--- src/rtl/polyvec_matvec_sched.sv ---
// polyvec_matvec_sched: row/column sequencer driving the basemul-accumulate engine over a Kyber matrix-vector product
module polyvec_matvec_sched #(
  parameter int DEPTH = 8,
  parameter int KMAX  = 4
) (
  input  logic             clk,
  input  logic             reset,
  input  logic             start,
  input  logic [2:0]       k_cfg,
  input  logic             transpose,
  input  logic             abort,
  output logic             acc_start,
  output logic             acc_clr,
  input  logic             acc_col_adv,
  input  logic             acc_done,
  output logic [DEPTH+2:0] base_a,
  output logic [DEPTH+2:0] base_b,
  output logic [1:0]       row,
  output logic [1:0]       col,
  output logic             out_valid,
  input  logic             out_ready,
  output logic             busy,
  output logic             done,
  output logic             err
);
  typedef enum logic [2:0] {IDLE, CLR, KICK, RUN, WAITLOW, DRAIN, FIN} state_t;
  state_t           r_state, w_state_nxt;
  logic [1:0]       r_row, r_col, w_row_nxt, w_col_nxt;
  logic [2:0]       r_k, w_k_nxt, w_km1;
  logic             r_tr, w_tr_nxt, r_err, w_err_nxt, r_aclr;
  logic             w_k_ok, w_col_last, w_row_last;
  logic [3:0]       w_r4, w_c4, w_k4, w_idx;
  logic [DEPTH+2:0] r_base_a, r_base_b;
  assign w_km1      = r_k - 3'd1;
  assign w_k_ok     = (k_cfg >= 3'd2) && (k_cfg <= 3'(KMAX));
  assign w_col_last = {1'b0, r_col} == w_km1;
  assign w_row_last = {1'b0, r_row} == w_km1;
  assign w_r4       = {2'b00, r_row};
  assign w_c4       = {2'b00, r_col};
  assign w_k4       = {1'b0, r_k};
  assign w_idx      = r_tr ? w_c4 * w_k4 + w_r4 : w_r4 * w_k4 + w_c4;
  // Next-state logic; abort overrides everything outside IDLE and leaves err untouched
  always_comb begin
    w_state_nxt = r_state;
    w_row_nxt   = r_row;
    w_col_nxt   = r_col;
    w_k_nxt     = r_k;
    w_tr_nxt    = r_tr;
    w_err_nxt   = r_err;
    if (abort && r_state != IDLE) w_state_nxt = IDLE;
    else case (r_state)
      IDLE: if (start) begin
        if (w_k_ok) begin
          w_k_nxt     = k_cfg;
          w_tr_nxt    = transpose;
          w_err_nxt   = 1'b0;
          w_row_nxt   = 2'd0;
          w_col_nxt   = 2'd0;
          w_state_nxt = CLR;
        end else w_err_nxt = 1'b1;
      end
      CLR:  w_state_nxt = KICK;
      KICK: w_state_nxt = RUN;
      RUN: begin
        if (acc_col_adv) begin
          if (w_col_last) w_err_nxt = 1'b1;
          else w_col_nxt = r_col + 2'd1;
        end
        if (acc_done) begin
          if ({1'b0, w_col_nxt} != w_km1) w_err_nxt = 1'b1;
          w_state_nxt = WAITLOW;
        end
      end
      WAITLOW: w_state_nxt = acc_done ? WAITLOW : DRAIN;
      DRAIN: if (out_ready) begin
        if (w_row_last) w_state_nxt = FIN;
        else begin
          w_row_nxt   = r_row + 2'd1;
          w_col_nxt   = 2'd0;
          w_state_nxt = CLR;
        end
      end
      FIN:     w_state_nxt = IDLE;
      default: w_state_nxt = IDLE;
    endcase
  end
  // State register
  always_ff @(posedge clk or posedge reset) begin
    if (reset) r_state <= IDLE;
    else r_state <= w_state_nxt;
  end
  // Job registers; r_aclr gives the extra clear pulse that follows an abort
  always_ff @(posedge clk or posedge reset) begin
    if (reset) begin
      r_row  <= 2'd0;
      r_col  <= 2'd0;
      r_k    <= 3'd2;
      r_tr   <= 1'b0;
      r_err  <= 1'b0;
      r_aclr <= 1'b0;
    end else begin
      r_row  <= w_row_nxt;
      r_col  <= w_col_nxt;
      r_k    <= w_k_nxt;
      r_tr   <= w_tr_nxt;
      r_err  <= w_err_nxt;
      r_aclr <= abort && r_state != IDLE;
    end
  end
  // Polynomial base addresses, one cycle behind row/col
  always_ff @(posedge clk or posedge reset) begin
    if (reset) begin
      r_base_a <= '0;
      r_base_b <= '0;
    end else begin
      r_base_a <= {w_idx, {(DEPTH-1){1'b0}}};
      r_base_b <= {2'b00, r_col, {(DEPTH-1){1'b0}}};
    end
  end
  assign acc_clr   = (r_state == CLR) || r_aclr;
  assign acc_start = r_state == KICK;
  assign out_valid = r_state == DRAIN;
  assign busy      = r_state != IDLE;
  assign done      = r_state == FIN;
  assign err       = r_err;
  assign row       = r_row;
  assign col       = r_col;
  assign base_a    = r_base_a;
  assign base_b    = r_base_b;
endmodule
--- config.mk ---
export PLATFORM = sky130hd
export DESIGN_NAME = polyvec_matvec_sched
export DESIGN_NICKNAME = d
export VERILOG_FILES = /design/src/rtl/polyvec_matvec_sched.sv
export SDC_FILE = /design/constraint.sdc
export NUM_CORES = 1
export LEC_CHECK = 0
export ABC_AREA = 1
export BUFFER_PORTS_ARGS = -buffer_cell sky130_fd_sc_hd__buf_2
export CELL_PAD_IN_SITES_DETAIL_PLACEMENT = 1
export CELL_PAD_IN_SITES_GLOBAL_PLACEMENT = 2
export CORE_MARGIN = 1.5
export CORE_UTILIZATION = 30
export CTS_CLUSTER_DIAMETER = 40
export DETAILED_ROUTE_END_ITERATION = 8
export GPL_ROUTABILITY_DRIVEN = 0
export PLACE_DENSITY = 0.89
export SYNTH_ARGS = -nofsm -noshare
export SYNTH_HDL_FRONTEND = slang
export SYNTH_SLANG_ARGS = --single-unit
--- constraint.sdc ---
create_clock -name clk -period 5.2 [get_ports clk]
set_input_delay 0.52 -clock clk [delete_from_list [all_inputs] [get_ports clk]]
set_output_delay 0.52 -clock clk [all_outputs]
set_load 0.05 [all_outputs]
Word level (Yosys, flattened, before mapping). Index checks and enable logic that the tools add are counted.

Bitwise gates (word level): 1. Order comparisons: 2. Shifts and indexed selects: 0. Multiply operators: 2. Reduce and logical (&&, ||, !) cells: 13. $add $sub $neg: 5. Muxes and demuxes: 28. Divide/modulo/power cells: 0. Eq/ne operators: 17.

Operator list (count): two-way mux 2 bit (10); two-way mux 3 bit (6); case mux 3 bit (6 select lines) (1); AND reduction 6 bit (2); == test 3 bit, second input constant (3); inequality test 3 bit, second input constant (3); adder 4 x 2 -> 4 bit (2); multiplier 2 x 3 -> 4 bit (2); AND reduction 4 bit (2); two-way mux 1 bit (7); == test 2 x 3 -> 1 bit (2); == test 3 x 2 -> 1 bit, second input constant (2); inequality test 2 bit, second input constant (3); case mux 2 bit (3 select lines) (1); nonzero test 3 bit (2); adder 2 x 1 -> 2 bit, second input constant (2); two-way mux 4 bit (1); case mux 2 bit (2 select lines) (1); nonzero test 2 bit (2); == test 3 x 1 -> 1 bit, second input constant (1); >= comparator 3 x 2 -> 1 bit, second input constant (1); less-or-equal comparator 3 bit, second input constant (1); zero test 3 bit (1); inequality test 2 x 3 -> 1 bit (1); 8 further kinds (9).

Input bits: 11. Register bits: 19. Memories: 0. Bits in writable memories: 0. Word-level logic and storage cells: 77. Bits in latches: 0. Bits in read-only memories: 0. Output and inout port bits: 32.

Longest topological paths before layout. Gate-level depths: netlist (run 1).

Word-level depth: 10. Mapped depth: 15. Mapped depth without buffers: 15.

Worst setup path before layout (run 1). OpenSTA, ideal clock, no wires.

Path type: register -> register. Start point: register r_col[1], in the netlist col[1]. End point: register r_base_a[10], in the netlist base_a[10]. Path slack: 2.660 ns. Setup time: 0.129 ns. Period minus slack after synthesis: 2.540 ns. Arrival: 2.411 ns. Path buffers: 0. Required time: 5.071 ns. Stages on the path, launching flop included: 9. Cell sequence: dfrtp_1 -> inv_1 -> fa_1 -> inv_1 -> ha_1 -> fa_1 -> xnor2_1 -> xnor2_1 -> o21ai_0.

Cells in the longest elaborated chain, start to end: 3. Elaborated cells on any way between the ends: 4. Those cells by class: 2 x add/sub; 1 x mul; 1 x mux.

Ends and longest elaborated chain: start, declared (line 28) `logic [1:0] r_row, r_col, w_row_nxt, w_col_nxt;`; start signal, assigned (line 103) `r_col <= w_col_nxt;`; multiplier 2 x 3 -> 4 bit (line 41) `assign w_idx = r_tr ? w_c4 * w_k4 + w_r4 : w_r4 * w_k4 + w_c4;`; adder 4 x 2 -> 4 bit (line 41); two-way mux 4 bit (*) (line 41); via w_idx[3] (line 32) `logic [3:0] w_r4, w_c4, w_k4, w_idx;`; end signal, assigned (line 116) `r_base_a <= {w_idx, {(DEPTH-1){1'b0}}};`; end, declared (line 33) `logic [DEPTH+2:0] r_base_a, r_base_b;`.

The timed path passes the listed nets; every way through them passes the cells marked *. A chain may end at the register's enable or synchronous reset.

Worst setup path in the final report (run 1). Ends and elaborated chain as after synthesis.

==> results.sh, run 1 <==
export IMPL_status="finished clean"
export IMPL_syn_area_um2=1530
export IMPL_port_buffers=26
export IMPL_core_um2=4820
export IMPL_vdd_drop_max_uv=160
export IMPL_fin_setup_tns_ns=0
export IMPL_path_class="reg2reg"
export IMPL_area_growth_pct=12.5
export IMPL_drive_gt1_share_pct=23.7
export IMPL_post_cts_buffers=0
export IMPL_grt_pass1_vias=1273
export IMPL_synth_top_family_by_area="simple AND/OR/NAND/NOR gates"
export IMPL_finalClockSkew_ns=0.00328
export IMPL_setup_viol=0
export IMPL_synthAdderAreaFrac_pct=12.6
export IMPL_route_detailed_drc=0
export IMPL_critPathTopFamily="adder cells"
export IMPL_initial_core_util_pct=31.7
export IMPL_drtPass1Iterations=4
export IMPL_synthMuxAreaShare_pct=2.95
export IMPL_worstPathArrival_ns=2.54
export IMPL_syn_inst=196
export IMPL_ctsResizeCount=0
export IMPL_critPathMaxFanout=9
export IMPL_clkTransAtPathRegs_ns=0.08
export IMPL_power_leakage_nw=0.982
export IMPL_grt_first_pass_wirelength_mm=6.07
export IMPL_synth_cell_types=33
export IMPL_ant_nets=0
export IMPL_grt_usage_pct=14.3
export IMPL_worst_pin_slew_ns=0.784
export IMPL_critPathSlowestCell="fa_1"
export IMPL_rr_worst_depth=8
export IMPL_power_density_nw_per_um2=613
export IMPL_swShare_pct=56.4
export IMPL_seq_area_frac_synth_pct=31.2
export IMPL_final_cells=291
export IMPL_gr_usage_met3_pct=0.949
export IMPL_crit_path_end_kind="flip-flop"
export IMPL_dp_cells=287
export IMPL_die_w_um=74.4
export IMPL_worstPathRequired_ns=5.34
export IMPL_drtIter0Drc=12
export IMPL_overflow=0
export IMPL_diodes=0
export IMPL_htree_levels=1
export IMPL_viasPerCell=4.33
export IMPL_syn_area_per_cell_um2=7.80
export IMPL_period_share_pct=46.2
export IMPL_grt_max_degree=20
export IMPL_yosys_area_share_simple_pct=25.6
export IMPL_fmax_mhz=417
export IMPL_worst_path_buf_inv=2
export IMPL_io_pins=43
export IMPL_switching_power_mw=0.594
export IMPL_clk_latency_ns=0.26
export IMPL_period_needed_ns=2.40
export IMPL_reg2reg_from="col[1]"
export IMPL_max_slew_margin_pct=47.7
export IMPL_fp_dieArea_um2=5530
export IMPL_clockBufferDepth=2
export IMPL_power_frac_seq_pct=26.6
export IMPL_numCtsBuffers=3
export IMPL_crit_path_start_kind="flip-flop"
export IMPL_wl_per_cell_um=12.6
export IMPL_rows=25
export IMPL_power_frac_comb_pct=63.0
export IMPL_dpl_hpwl_mm=2.95
export IMPL_fin_nets=249
export IMPL_die_h_um=74.4
export IMPL_maxCapViolCount=0
export IMPL_rsz0062_at_grt="no"
export IMPL_rr_endpoint="base_a[10]"
export IMPL_hp_class="in2async"
export IMPL_yosysWarningCount=0
export IMPL_cts_root_buf="clkbuf_8"
export IMPL_cts_tree="yes"
export IMPL_synth_compound_area_share_pct=7.77
export IMPL_crit_chain="inv_1 > fa_1 > inv_1 > ha_1 > fa_1 > xnor2_1 > xnor2_1 > o21ai_0"
export IMPL_antenna_found_initial=0
export IMPL_grt_util_met2_pct=24.1
export IMPL_ys_ff_latch=19
export IMPL_cts_hold_buffers=0
export IMPL_reg2reg_slack_ns=2.80
export IMPL_cts_sinks=19
export IMPL_vias=1259
export IMPL_max_stage_delay_ns=0.56
export IMPL_grt_util_met1_pct=19.3
export IMPL_power_share_clock_pct=10.4
export IMPL_top_usage_layer="met2"
export IMPL_synth_xor_area_share_pct=2.86
export IMPL_slew_violations=0
export IMPL_p_int_mw=0.459
export IMPL_hold_viol=0
export IMPL_wirelength_mm=3.66
==> layer usage <==
| layer | vias up | routed length, um |
|---|---|---|
| met5 | - | 0 |
| met4 | 0 | 48 |
| met3 | 4 | 97 |
| met2 | 27 | 1730 |
| met1 | 593 | 1780 |
| li1 | 635 | - |
==> worst max-delay path by stage <==
stage                             to    from  cells after the start
after floorplan           base_a[10]  col[1]                      8
after global placement    base_a[10]  col[1]                      8
after detailed placement  base_a[10]  col[1]                      8
after CTS                 base_a[10]  col[1]                      8
after global routing      base_a[10]  col[1]                      9
final                     base_a[10]  col[1]                      8
==> cell usage after synthesis (all sizes together) <==
master	number	area (um2)
nor3	5	40.0
dfrtp	18	450
a21oi	3	15.0
fa	4	80.1
xnor2	3	26.3
mux2	4	45.0
o21bai	1	7.51
dfstp	1	26.3
o21a	3	22.5
buf	17	125
a211oi	1	7.51
inv	35	131
nand2	47	179
xor2	2	17.5
o211ai	1	7.51
o31ai	1	7.51
ha	9	113
nand3	12	82.6
nand3b	1	7.51
o21ai	7	38.8
o22ai	2	12.5
nor2	18	82.6
conb	1	3.75
==> final cells by class <==
class / instances / area (um2)
Timing Repair Buffer: 26 / 130
Sequential cell: 19 / 477
Multi-Input combinational cell: 140 / 852
Tap cell: 67 / 83.8
Clock buffer: 3 / 41.3
Inverter: 35 / 131
Fill cell: 638 / 3100
Clock inverter: 1 / 5.00
==> kinds of logic after synthesis <==
group,Yosys count
flops,19
simple gates,83
other cells,1
fa+ha+maj,13
buf+inv,52
compound gates,19
mux,4
xor+xnor,5
==> through the flow <==
step / instance area (um2) / hold slack (ns) / util [%] / total power, mW / worst slack (ns)
floorplan: 1590 / 0.470 / - / 0.804 / 2.66
global placement: 1670 / 0.507 / 34.8 / 0.935 / 2.84
detailed placement: 1670 / 0.501 / 34.8 / 0.949 / 2.77
CTS: 1720 / 0.419 / 35.7 / 1.06 / 2.76
global route: 1720 / 0.452 / 35.7 / 1.15 / 2.59
finish: 1720 / 0.389 / 35.7 / 1.05 / 2.80
==> power by group through the flow <==
stage / Sequential, mW / Clock, mW / Combinational [mW]
after global routing: 0.292 / 0.114 / 0.742
after CTS: 0.281 / 0.110 / 0.673
after detailed placement: 0.284 / 0 / 0.665
final: 0.280 / 0.109 / 0.664
after global placement: 0.282 / 0 / 0.653
after floorplan: 0.343 / 0 / 0.461
==> layout by cell type, fill, tap and decap left out, types with 4 or more instances in the layout <==
master / instances
inv_1: 29
dfrtp_1: 18
nand3_1: 9
buf_2: 26
fa_1: 4
inv_2: 6
nand2_1: 46
mux2_2: 4
o21ai_0: 4
nor2_1: 14
ha_1: 9
conb_1: 16
==> worst reg2reg max path, delay by kind of cell, from the launching register on <==
family	cells	cell delay (ns)
buf+inv	2	0.20
xor+xnor	2	0.32
fa+ha+maj	3	1.14
flops	1	0.53
compound gates	1	0.10
==> sequential cells by signal (all words and copies together), names as in the netlist <==
signal	cells
err	1
row	2
r_state	3
r_tr	1
r_aclr	1
base_a	4
r_k	3
base_b	2
col	2
No activity file was read; power rests on OpenSTA's default activity.
==> run 2: changes to the inputs <==
CORE_UTILIZATION = 29   (was 30)
PLACE_DENSITY = 0.86   (was 0.89)
clock period = 2.3 ns   (was 5.2 ns; I/O delays follow)
==> run 2 against run 1 <==
First-iteration DRC count rose to 4.7 times the previous value. Largest cell class unchanged. Combinational power up 140%. Critical endpoint unchanged. Die area up 3.3%. Final area up 3.8%.
==> results.sh, run 2 (same netlist as run 1, synthesis figures left out) <==
export IMPL_largest_register_ff_count=4
export IMPL_setup_viol=0
export IMPL_power_density_nw_per_um2=1360
export IMPL_final_common_cell="nand2_1"
export IMPL_layout_common_cells="nand2_1, inv_1, buf_2, conb_1, dfrtp_1"
export IMPL_stdcell_area_um2=1790
export IMPL_rows=26
export IMPL_clockBufferDepth=2
export IMPL_dpl_hpwl_mm=2.95
export IMPL_maxCapViolCount=0
export IMPL_path_class="reg2reg"
export IMPL_clkTransAtPathRegs_ns=0.08
export IMPL_grt_usage_pct=14.1
export IMPL_cts_root_buf="clkbuf_8"
export IMPL_slew_violations=0
export IMPL_timing_final_ws_setup_ns=0.0406
export IMPL_htree_levels=1
export IMPL_rsz0062_at_grt="yes"
export IMPL_wl_per_cell_um=12.1
export IMPL_drtIter0Drc=56
export IMPL_wirelength_mm=3.61
export IMPL_die_h_um=75.6
export IMPL_grt_first_pass_wirelength_mm=6.12
export IMPL_cts_tree="yes"
export IMPL_io_pins=43
export IMPL_vias=1283
export IMPL_overflow=0
export IMPL_worstPathRequired_ns=2.48
export IMPL_numCtsBuffers=3
export IMPL_cts_sinks=19
export IMPL_place_area_um2=1710
export IMPL_fin_setup_tns_ns=0
export IMPL_worstPathArrival_ns=2.43
export IMPL_cts_hold_buffers=0
export IMPL_period_share_pct=98.2
export IMPL_core_um2=5110
export IMPL_fin_nets=253
export IMPL_route_detailed_drc=0
export IMPL_viasPerCell=4.31
export IMPL_max_slew_margin_pct=50.1
export IMPL_grt_pass1_vias=1319
export IMPL_worst_pin_slew_ns=0.747
export IMPL_power_leakage_nw=0.992
export IMPL_fmax_mhz=443
export IMPL_initial_core_util_pct=29.9
export IMPL_fp_dieArea_um2=5720
export IMPL_finalClockSkew_ns=0.00698
export IMPL_crit_path_start_kind="flip-flop"
export IMPL_port_buffers=26
export IMPL_critPathMaxFanout=4
export IMPL_post_place_ws_ns=-0.0250
export IMPL_hold_viol=0
export IMPL_hp_class="in2async"
export IMPL_grt_max_degree=20
export IMPL_clk_latency_ns=0.26
export IMPL_period_needed_ns=2.26
export IMPL_diodes=0
export IMPL_crit_path_end_kind="flip-flop"
export IMPL_status="finished clean"
export IMPL_area_growth_pct=16.8
export IMPL_ant_nets=0
export IMPL_antenna_found_initial=0
export IMPL_drtPass1Iterations=4
export IMPL_fillers=671
export IMPL_drive_gt1_share_pct=29.8
export IMPL_fin_total_pwr_mw=2.43
export IMPL_die_w_um=75.6
export IMPL_vdd_drop_max_uv=621
export IMPL_whs_ns=0.0866
## run 2: cell types whose count changed in the layout (fill, tap and decap cells not counted), moves of 2 or more
cell / delta
inv_1: -2
buf_4: +4
nand2_1: -2
fa_2: +2
nand2_2: +2
dfrtp_1: -4
dfrtp_2: +4
inv_2: +2
fa_1: -2
## run 2: per-stage QoR
step	instances	utilization [%]
4_1_cts	298	34.5
2_1_floorplan	211	-
6_report	298	35.0
5_1_grt	298	35.0
3_5_place_dp	293	33.4
3_3_place_gp	293	33.4
## run 2: final timing paths
| kind | slack (ns) | from | endpoint | cells past startpoint |
|---|---|---|---|---|
| max in group asynchronous | 1.69 | reset | col[0] | 2 |
| hold / removal | 0.09 | reset | base_a[10] | 2 |
| setup / recovery | 0.04 | r_k[1] | base_a[10] | 9 |
| min in group clk | 0.20 | transpose | r_tr | 2 |
| hold reg to reg | 0.49 | col[0] | base_b[7] | 0 |
| setup reg to reg | 0.04 | r_k[1] | base_a[10] | 9 |
## run 2: worst max-delay path: stages (launching register included)
cell     delay, ns
dfstp_2       0.56
nand2_1       0.07
fa_1          0.48
inv_1         0.04
ha_1          0.21
fa_2          0.34
xnor2_1       0.17
xor2_1        0.16
nand2_1       0.07
o21ai_0       0.09
## run 2: cell type report
class	count	area (um2)	area share, %
sequential	19	482	27.0
multi-input combinational	140	880	49.3
tap	70	87.6	4.91
inverter	35	131	7.36
clock buffer	4	45.0	2.52
timing repair buffer	30	160	8.97
## run 2: power breakdown
group	switching, mW	leakage (nW)	internal [mW]
registers	0.156	0.239	0.467
logic	1.07	0.731	0.501
clock network	0.114	0.0228	0.123
## run 2: repair_timing
action | CTS | global route
pin swaps | 1 | 1
buffers inserted | 1 | 0
resized for setup | 1 | 5
endpoints found under the setup margin | 1 | 3
## run 2: metal layers
layer | share of wire, % | GRT usage, %
met2 | 51 | 25.9
met5 | 0 | 0
met1 | 45 | 17.3
met4 | 0.33 | 1.79
met3 | 4.2 | 3.17
